File: config.mk
export PLATFORM = sky130hd
export DESIGN_NAME = dccm_port_ctrl
export DESIGN_NICKNAME = d
export VERILOG_FILES = /design/src/rtl/dccm_port_ctrl.sv
export SDC_FILE = /design/constraint.sdc
export NUM_CORES = 1
export LEC_CHECK = 0
export BUFFER_PORTS_ARGS = -buffer_cell sky130_fd_sc_hd__buf_2
export CAP_MARGIN = 25
export CORE_MARGIN = 2
export CORE_UTILIZATION = 44
export DETAILED_ROUTE_END_ITERATION = 7
export GPL_ROUTABILITY_DRIVEN = 0
export GPL_TIMING_DRIVEN = 0
export PLACE_DENSITY = 0.66
export SYNTH_ARGS = -nofsm -noshare
export SYNTH_HDL_FRONTEND = slang
export SYNTH_SLANG_ARGS = --single-unit
File: constraint.sdc
create_clock -name clk -period 11 [get_ports clk]
set_clock_uncertainty 0.1 [all_clocks]
set_input_delay 1.1 -clock clk [delete_from_list [all_inputs] [get_ports clk]]
set_output_delay 1.1 -clock clk [all_outputs]
set_load 0.01 [all_outputs]
File: src/rtl/dccm_port_ctrl.sv
// dccm_port_ctrl
//   Responder-side controller for the core's DCCM port. Serialises the core's
//   independent same-cycle read and write requests onto one single-port
//   synchronous SRAM. Reads win the SRAM port; writes are parked in a
//   circular posted-write buffer and drained into SRAM cycles no read needs.
//
//   Build option: define DCCM_FWD_EN to forward read data from the posted-write
//   buffer. Without it, a read that hits a buffered write stalls (dccm_busy)
//   until the matching entries have drained, then reads the SRAM.
//
// Ports
//   clk, rst_n      core clock, asynchronous active-low reset
//   dccm_wr_*       write request: enable, byte address, full-word data
//   dccm_rd_*       read request: enable, byte address; rd_data/rd_valid
//                   return one cycle after acceptance
//   dccm_busy       requests are not accepted this cycle; core holds them
//   sram_*          single-port synchronous SRAM (word addressed, AW bits);
//                   sram_rdata is valid the cycle after a read cycle
module dccm_port_ctrl #(
  parameter int unsigned AW       = 14,
  parameter int unsigned WB_DEPTH = 4
) (
  input  logic          clk,
  input  logic          rst_n,
  input  logic          dccm_wr_en,
  input  logic [31:0]   dccm_wr_addr,
  input  logic [31:0]   dccm_wr_data,
  input  logic          dccm_rd_en,
  input  logic [31:0]   dccm_rd_addr,
  output logic [31:0]   dccm_rd_data,
  output logic          dccm_rd_valid,
  output logic          dccm_busy,
  output logic          sram_ce,
  output logic          sram_we,
  output logic [AW-1:0] sram_addr,
  output logic [31:0]   sram_wdata,
  input  logic [31:0]   sram_rdata
);

  localparam int unsigned PW       = $clog2(WB_DEPTH);
  localparam logic [PW:0] FULL_CNT = (PW+1)'(WB_DEPTH);

  // Posted-write buffer
  logic [AW-1:0] wb_addr [WB_DEPTH];
  logic [31:0]   wb_data [WB_DEPTH];
  logic [PW-1:0] head;
  logic [PW-1:0] tail;
  logic [PW:0]   count;

  logic          run;
  logic [AW-1:0] rd_waddr;
  logic [AW-1:0] wr_waddr;
  logic          full;
  logic          empty;
  logic          match;
  logic          hazard;
  logic          rd_acc;
  logic          wr_acc;
  logic          fwd_sel;
  logic          sram_rd;
  logic          push;
  logic          pop;
  logic          rd_valid_q;
  logic [31:0]   rd_src;
  logic [31:0]   rd_last_q;

  logic          unused_addr_bits;

  assign rd_waddr = dccm_rd_addr[AW+1:2];
  assign wr_waddr = dccm_wr_addr[AW+1:2];
  assign unused_addr_bits = ^{dccm_rd_addr[31:AW+2], dccm_rd_addr[1:0],
                              dccm_wr_addr[31:AW+2], dccm_wr_addr[1:0]};

  assign full  = (count == FULL_CNT);
  assign empty = (count == '0);

`ifdef DCCM_FWD_EN
  logic [31:0] match_data;
  logic        fwd_q;
  logic [31:0] fwd_data_q;
`endif

  // Walk valid entries oldest to youngest; the last hit seen is the youngest.
  // Entries pushed at the coming edge are not in the buffer yet, so a
  // same-cycle write is naturally excluded.
  always_comb begin
    match = 1'b0;
`ifdef DCCM_FWD_EN
    match_data = '0;
`endif
    for (int unsigned i = 0; i < WB_DEPTH; i++) begin
      if (((PW+1)'(i) < count) && (wb_addr[head + PW'(i)] == rd_waddr)) begin
        match = 1'b1;
`ifdef DCCM_FWD_EN
        match_data = wb_data[head + PW'(i)];
`endif
      end
    end
  end

`ifdef DCCM_FWD_EN
  assign hazard = 1'b0;
`else
  // Read-after-write hazard: hold the read (and any write) until drained.
  assign hazard = dccm_rd_en & match;
`endif

  // While rst_n is high but no edge has yet seen it high, hold the core off so
  // no request is accepted and no SRAM cycle is issued.
  assign dccm_busy = (rst_n & ~run) | full | hazard;

  assign rd_acc = run & dccm_rd_en & ~dccm_busy;
  assign wr_acc = run & dccm_wr_en & ~dccm_busy;

`ifdef DCCM_FWD_EN
  assign fwd_sel = rd_acc & match;
`else
  assign fwd_sel = 1'b0;
`endif

  assign sram_rd = rd_acc & ~fwd_sel;
  assign push    = wr_acc;
  assign pop     = ~sram_rd & ~empty;

  // SRAM port arbitration
  always_comb begin
    sram_ce    = 1'b0;
    sram_we    = 1'b0;
    sram_addr  = '0;
    sram_wdata = '0;
    if (sram_rd) begin
      sram_ce   = 1'b1;
      sram_addr = rd_waddr;
    end else if (pop) begin
      sram_ce    = 1'b1;
      sram_we    = 1'b1;
      sram_addr  = wb_addr[head];
      sram_wdata = wb_data[head];
    end
  end

  always_ff @(posedge clk or negedge rst_n) begin
    if (!rst_n) begin
      run <= 1'b0;
    end else begin
      run <= 1'b1;
    end
  end

  always_ff @(posedge clk or negedge rst_n) begin
    if (!rst_n) begin
      head  <= '0;
      tail  <= '0;
      count <= '0;
    end else begin
      if (push) tail <= tail + PW'(1);
      if (pop)  head <= head + PW'(1);
      unique case ({push, pop})
        2'b10:   count <= count + (PW+1)'(1);
        2'b01:   count <= count - (PW+1)'(1);
        default: count <= count;
      endcase
    end
  end

  // Buffer storage needs no reset: only entries below count are ever used.
  always_ff @(posedge clk) begin
    if (push) begin
      wb_addr[tail] <= wr_waddr;
      wb_data[tail] <= dccm_wr_data;
    end
  end

  // Read return path
  always_ff @(posedge clk or negedge rst_n) begin
    if (!rst_n) begin
      rd_valid_q <= 1'b0;
    end else begin
      rd_valid_q <= rd_acc;
    end
  end

`ifdef DCCM_FWD_EN
  always_ff @(posedge clk or negedge rst_n) begin
    if (!rst_n) begin
      fwd_q      <= 1'b0;
      fwd_data_q <= '0;
    end else begin
      fwd_q <= fwd_sel;
      if (fwd_sel) fwd_data_q <= match_data;
    end
  end

  assign rd_src = fwd_q ? fwd_data_q : sram_rdata;
`else
  assign rd_src = sram_rdata;
`endif

  // sram_rdata only arrives in the return cycle, so the output is a mux
  // between the live source and a copy of the last returned word.
  always_ff @(posedge clk or negedge rst_n) begin
    if (!rst_n) begin
      rd_last_q <= '0;
    end else if (rd_valid_q) begin
      rd_last_q <= rd_src;
    end
  end

  assign dccm_rd_valid = rd_valid_q;
  assign dccm_rd_data  = rd_valid_q ? rd_src : rd_last_q;

endmodule
==> metrics.csv <==
stage,metric,value,unit
sta,fmax,184,MHz
sta,max-slew violation count,0,
sta,Slew HR,38.0,%
route,Post-DRT Antenna Nets,0,
yosys,Area contributors post-synth,"edfxtp_1 50%, mux4_2 12%, dfrtp_1 9.3%, mux2_2 5.1%, mux2i_1 5.0%",
die,row count,57,
yosys,number of flops mapped to enable cells by yosys,184,
worst_setup_path,"Req. time, crit path",9.80,ns
sta,Worst-Margin Slew,0.927,ns
clock_network,CTS Buf Count,26,
layout,layout cells sized above 1,37.7,%
die,die area,26400,sq um
yosys,Mapped Avg Cell Area,15.3,sq um
pwr,Switching Share,34.8,%
clock_network,clock buffer depth,3,
placement,DP Wirelength,19300,microns
layout,fillers,1979,
yosys,main combinational cell family by area after synthesis,multiplexers,
clock_network,Setup Buffers After CTS,0,
clock_network,PostCTS Resize Cnt,0,
clock_network,cts hold-fix bufs,0,
grt,total grt overflow,0,
min_path,min-delay worst type,in -> async,
yosys,synth warn,0,
yosys,multiplexer area fraction after synthesis,21.9,%
yosys,count of cell types in the netlist,57,
clock_network,Root Driver,clkbuf_16,
grt,most used routing layer,met2,
grt,vias in the first global route,7224,
route,DRT Pass-1 Iters,6,
pwr,sequential share of power,31.1,%
worst_setup_path,crit path max fanout,10,
grt,first-pass GRT wire length,40900,microns
pwr,Logic pwr share,44.1,%
worst_setup_path,crit path DAT,4.24,ns
worst_setup_path,CP endpoint kind,output port,
yosys,Compound-Gate Fraction of Synth Area,5.69,%
worst_setup_path,critical path type,reg -> out,
pwr,VDD IR-drop max,168,uV
yosys,cell count after synthesis,722,
layout,nets,1073,
die,die span in y,162,microns
route,vias post-DR,7146,
yosys,"Top FF cell, synth",edfxtp_1,
grt,grt met1 use,27.2,%
route,DR vias/cell,5.60,
sta,unrepaired setup endpoints after global routing,false,
clock_network,CTS tree,built,
worst_setup_path,crit start category,register,
pwr,Leak,5.11,nW
status,status,completed,
pwr,Int Pwr,2.32,mW
grt,met3 Use GR,4.58,%
route,final wirelength,26700,microns
clock_network,CTS H-tree depth,1,
sta,Hold Fails Final Rpt,0,
yosys,top cell type's share of synthesized area,50.0,%
grt,all-layer global routing usage,20.2,%
die,Starting Density,45.1,%
die,Die Span X,162,microns
sta,final setup vio count,0,
die,IO Count,214,
clock_network,Num Clock Sinks,225,
flow_run,total of max-cap violations,0,
yosys,Synth Area in Simple Gates,4.83,%
placement,pre-CTS setup slack,5.89,ns
pwr,clock power share,24.8,%
pwr,PwrDens,263,nW/um^2
sta,TNS Setup,0,ns
yosys,post-synth top area cell,edfxtp_1,
yosys,register area share after synthesis,59.3,%
yosys,Synth Register Bits,225,
pwr,switching power of the nets,1.24,mW
yosys,synth cell count leaders,"184 x edfxtp_1, 57 x mux4_2, 55 x mux2i_1, 50 x mux2_2, 50 x nand2_1",
yosys,Post-synth ARST share,18.2,%
sta,final setup margin,5.56,ns
yosys,syn_nets,863,
layout,Post-Route Utilization,55.3,%
yosys,Post-Synth Adder-Cell Area,1.02,%
grt,initial antenna violation count,3,
yosys,Post-Syn Area,11000,sq um
die,core region area,24500,sq um
yosys,Post-Synth XOR/XNOR Area,4.04,%
route,DRC,0,
sta,period utilization,49.5,%
sta,minimum clock period,5.44,ns
placement,port bufs,169,
route,1st-iter DRT viols,447,
grt,met2 usage,33.1,%
clock_network,"Clk Latency, worst-skew pair",0.53,ns
clock_network,clk slew on worst S/H paths,0.06,ns
yosys,most common cell in the netlist,edfxtp_1,
grt,largest net degree at the start of global routing,43,
route,WL/cell,20.9,microns
layout,area grow syn2layout,22.5,%
==> critical path: stages, from the launching register on <==
cell	delay (ns)
dfrtp_1	0.32
buf_2	0.13
buf_6	0.20
buf_4	0.27
buf_6	0.21
mux4_2	0.34
xnor2_1	0.19
nand2_1	0.12
nor4_1	0.38
nor4b_4	0.56
or3_1	0.22
buf_2	0.31
o21ai_0	0.21
buf_2	0.22
==> worst paths after layout <==
kind                               start  slack [ns]  cells past startpoint              to
setup / recovery                 head[1]        5.56                     13         sram_ce
hold / removal                     rst_n        0.33                      1   rd_last_q[15]
setup reg to reg                 head[1]        6.32                     14  wb_data[2][20]
hold reg to reg            rd_last_q[24]        0.39                      1   rd_last_q[24]
max in group asynchronous          rst_n       10.02                      2   rd_last_q[21]
min in group clk           rd_last_q[24]        0.39                      1   rd_last_q[24]
==> state kept, by name, indices dropped and copies added (netlist names) <==
name,count
run,1
dccm_rd_valid,1
wb_data,128
head,2
count,3
tail,2
rd_last_q,32
wb_addr,56
==> kinds of logic after synthesis <==
kind of cell | after synthesis
buffers and inverters | 74
adders and majority gates | 9
AOI/OAI and AO/OA | 95
DFF | 225
other | 1
xor gates and xnor gates | 51
and+or+nand+nor | 104
muxes | 163
==> layer usage <==
layer,part of all wire [%],vias to the layer above
met5,0.049,-
met3,8.2,43
met1,42,3554
met2,48,314
met4,1.9,2
li1,-,3233
==> through the flow <==
step | instances | total power [mW] | hold WS [ns] | cell area [sq um]
2_1_floorplan | 722 | 2.19 | 0.413 | 11000
3_3_place_gp | 1215 | 2.66 | 0.375 | 12300
3_5_place_dp | 1227 | 2.70 | 0.384 | 12600
4_1_cts | 1274 | 3.59 | 0.397 | 13500
5_1_grt | 1276 | 3.75 | 0.320 | 13500
6_report | 1277 | 3.56 | 0.327 | 13500
==> placed cells by master (no fill, tap or decap), types with 3 or more instances in the layout <==
cell type  synthesis  layout
inv_1             19      19
buf_2             15     184
nor4_1             4       4
nand2b_1           3       3
mux2_2            50      50
a31oi_1            4       4
a2111oi_0          3       3
buf_6              6       6
ha_1               9       9
clkinv_2           0       3
mux4_2            57      57
or3_1              3       3
nand2_1           50      50
clkbuf_1          25      30
dfrtp_1           41      41
buf_8              0       4
bufinv_16          0       5
buf_16             0       8
a211oi_4           0       4
xnor2_1           42      42
buf_1              6       6
edfxtp_1         184     184
xor2_1             9       9
o21ai_0            8       8
nor3_1             5       5
mux2i_1           55      55
o22ai_1            6       6
nand3_1           10      10
nand4_1            6       6
a21oi_1           42      42
nor2_1            13      13
clkbuf_16          0      26
clkinv_1           0       6
==> area by class of cell <==
class	count	area, sq um	share of cell area [%]
clock buffers	31	669	4.95
diodes	2	5.00	0.0370
multi-input cells	423	4190	31.0
flip-flops and latches	225	6550	48.4
inverters	20	75.1	0.555
repair buffers	182	1150	8.47
well taps	324	405	3.00
clock inverters	16	211	1.56
plain buffers	54	274	2.02
==> power groups by stage <==
stage	logic [mW]	clock network (mW)	registers [mW]
after floorplan	1.07	0	1.12
after global placement	1.52	0	1.14
after detailed placement	1.57	0	1.12
after CTS	1.58	0.901	1.11
after global routing	1.70	0.935	1.12
final	1.57	0.882	1.11
(Power assumes the default switching activity.)
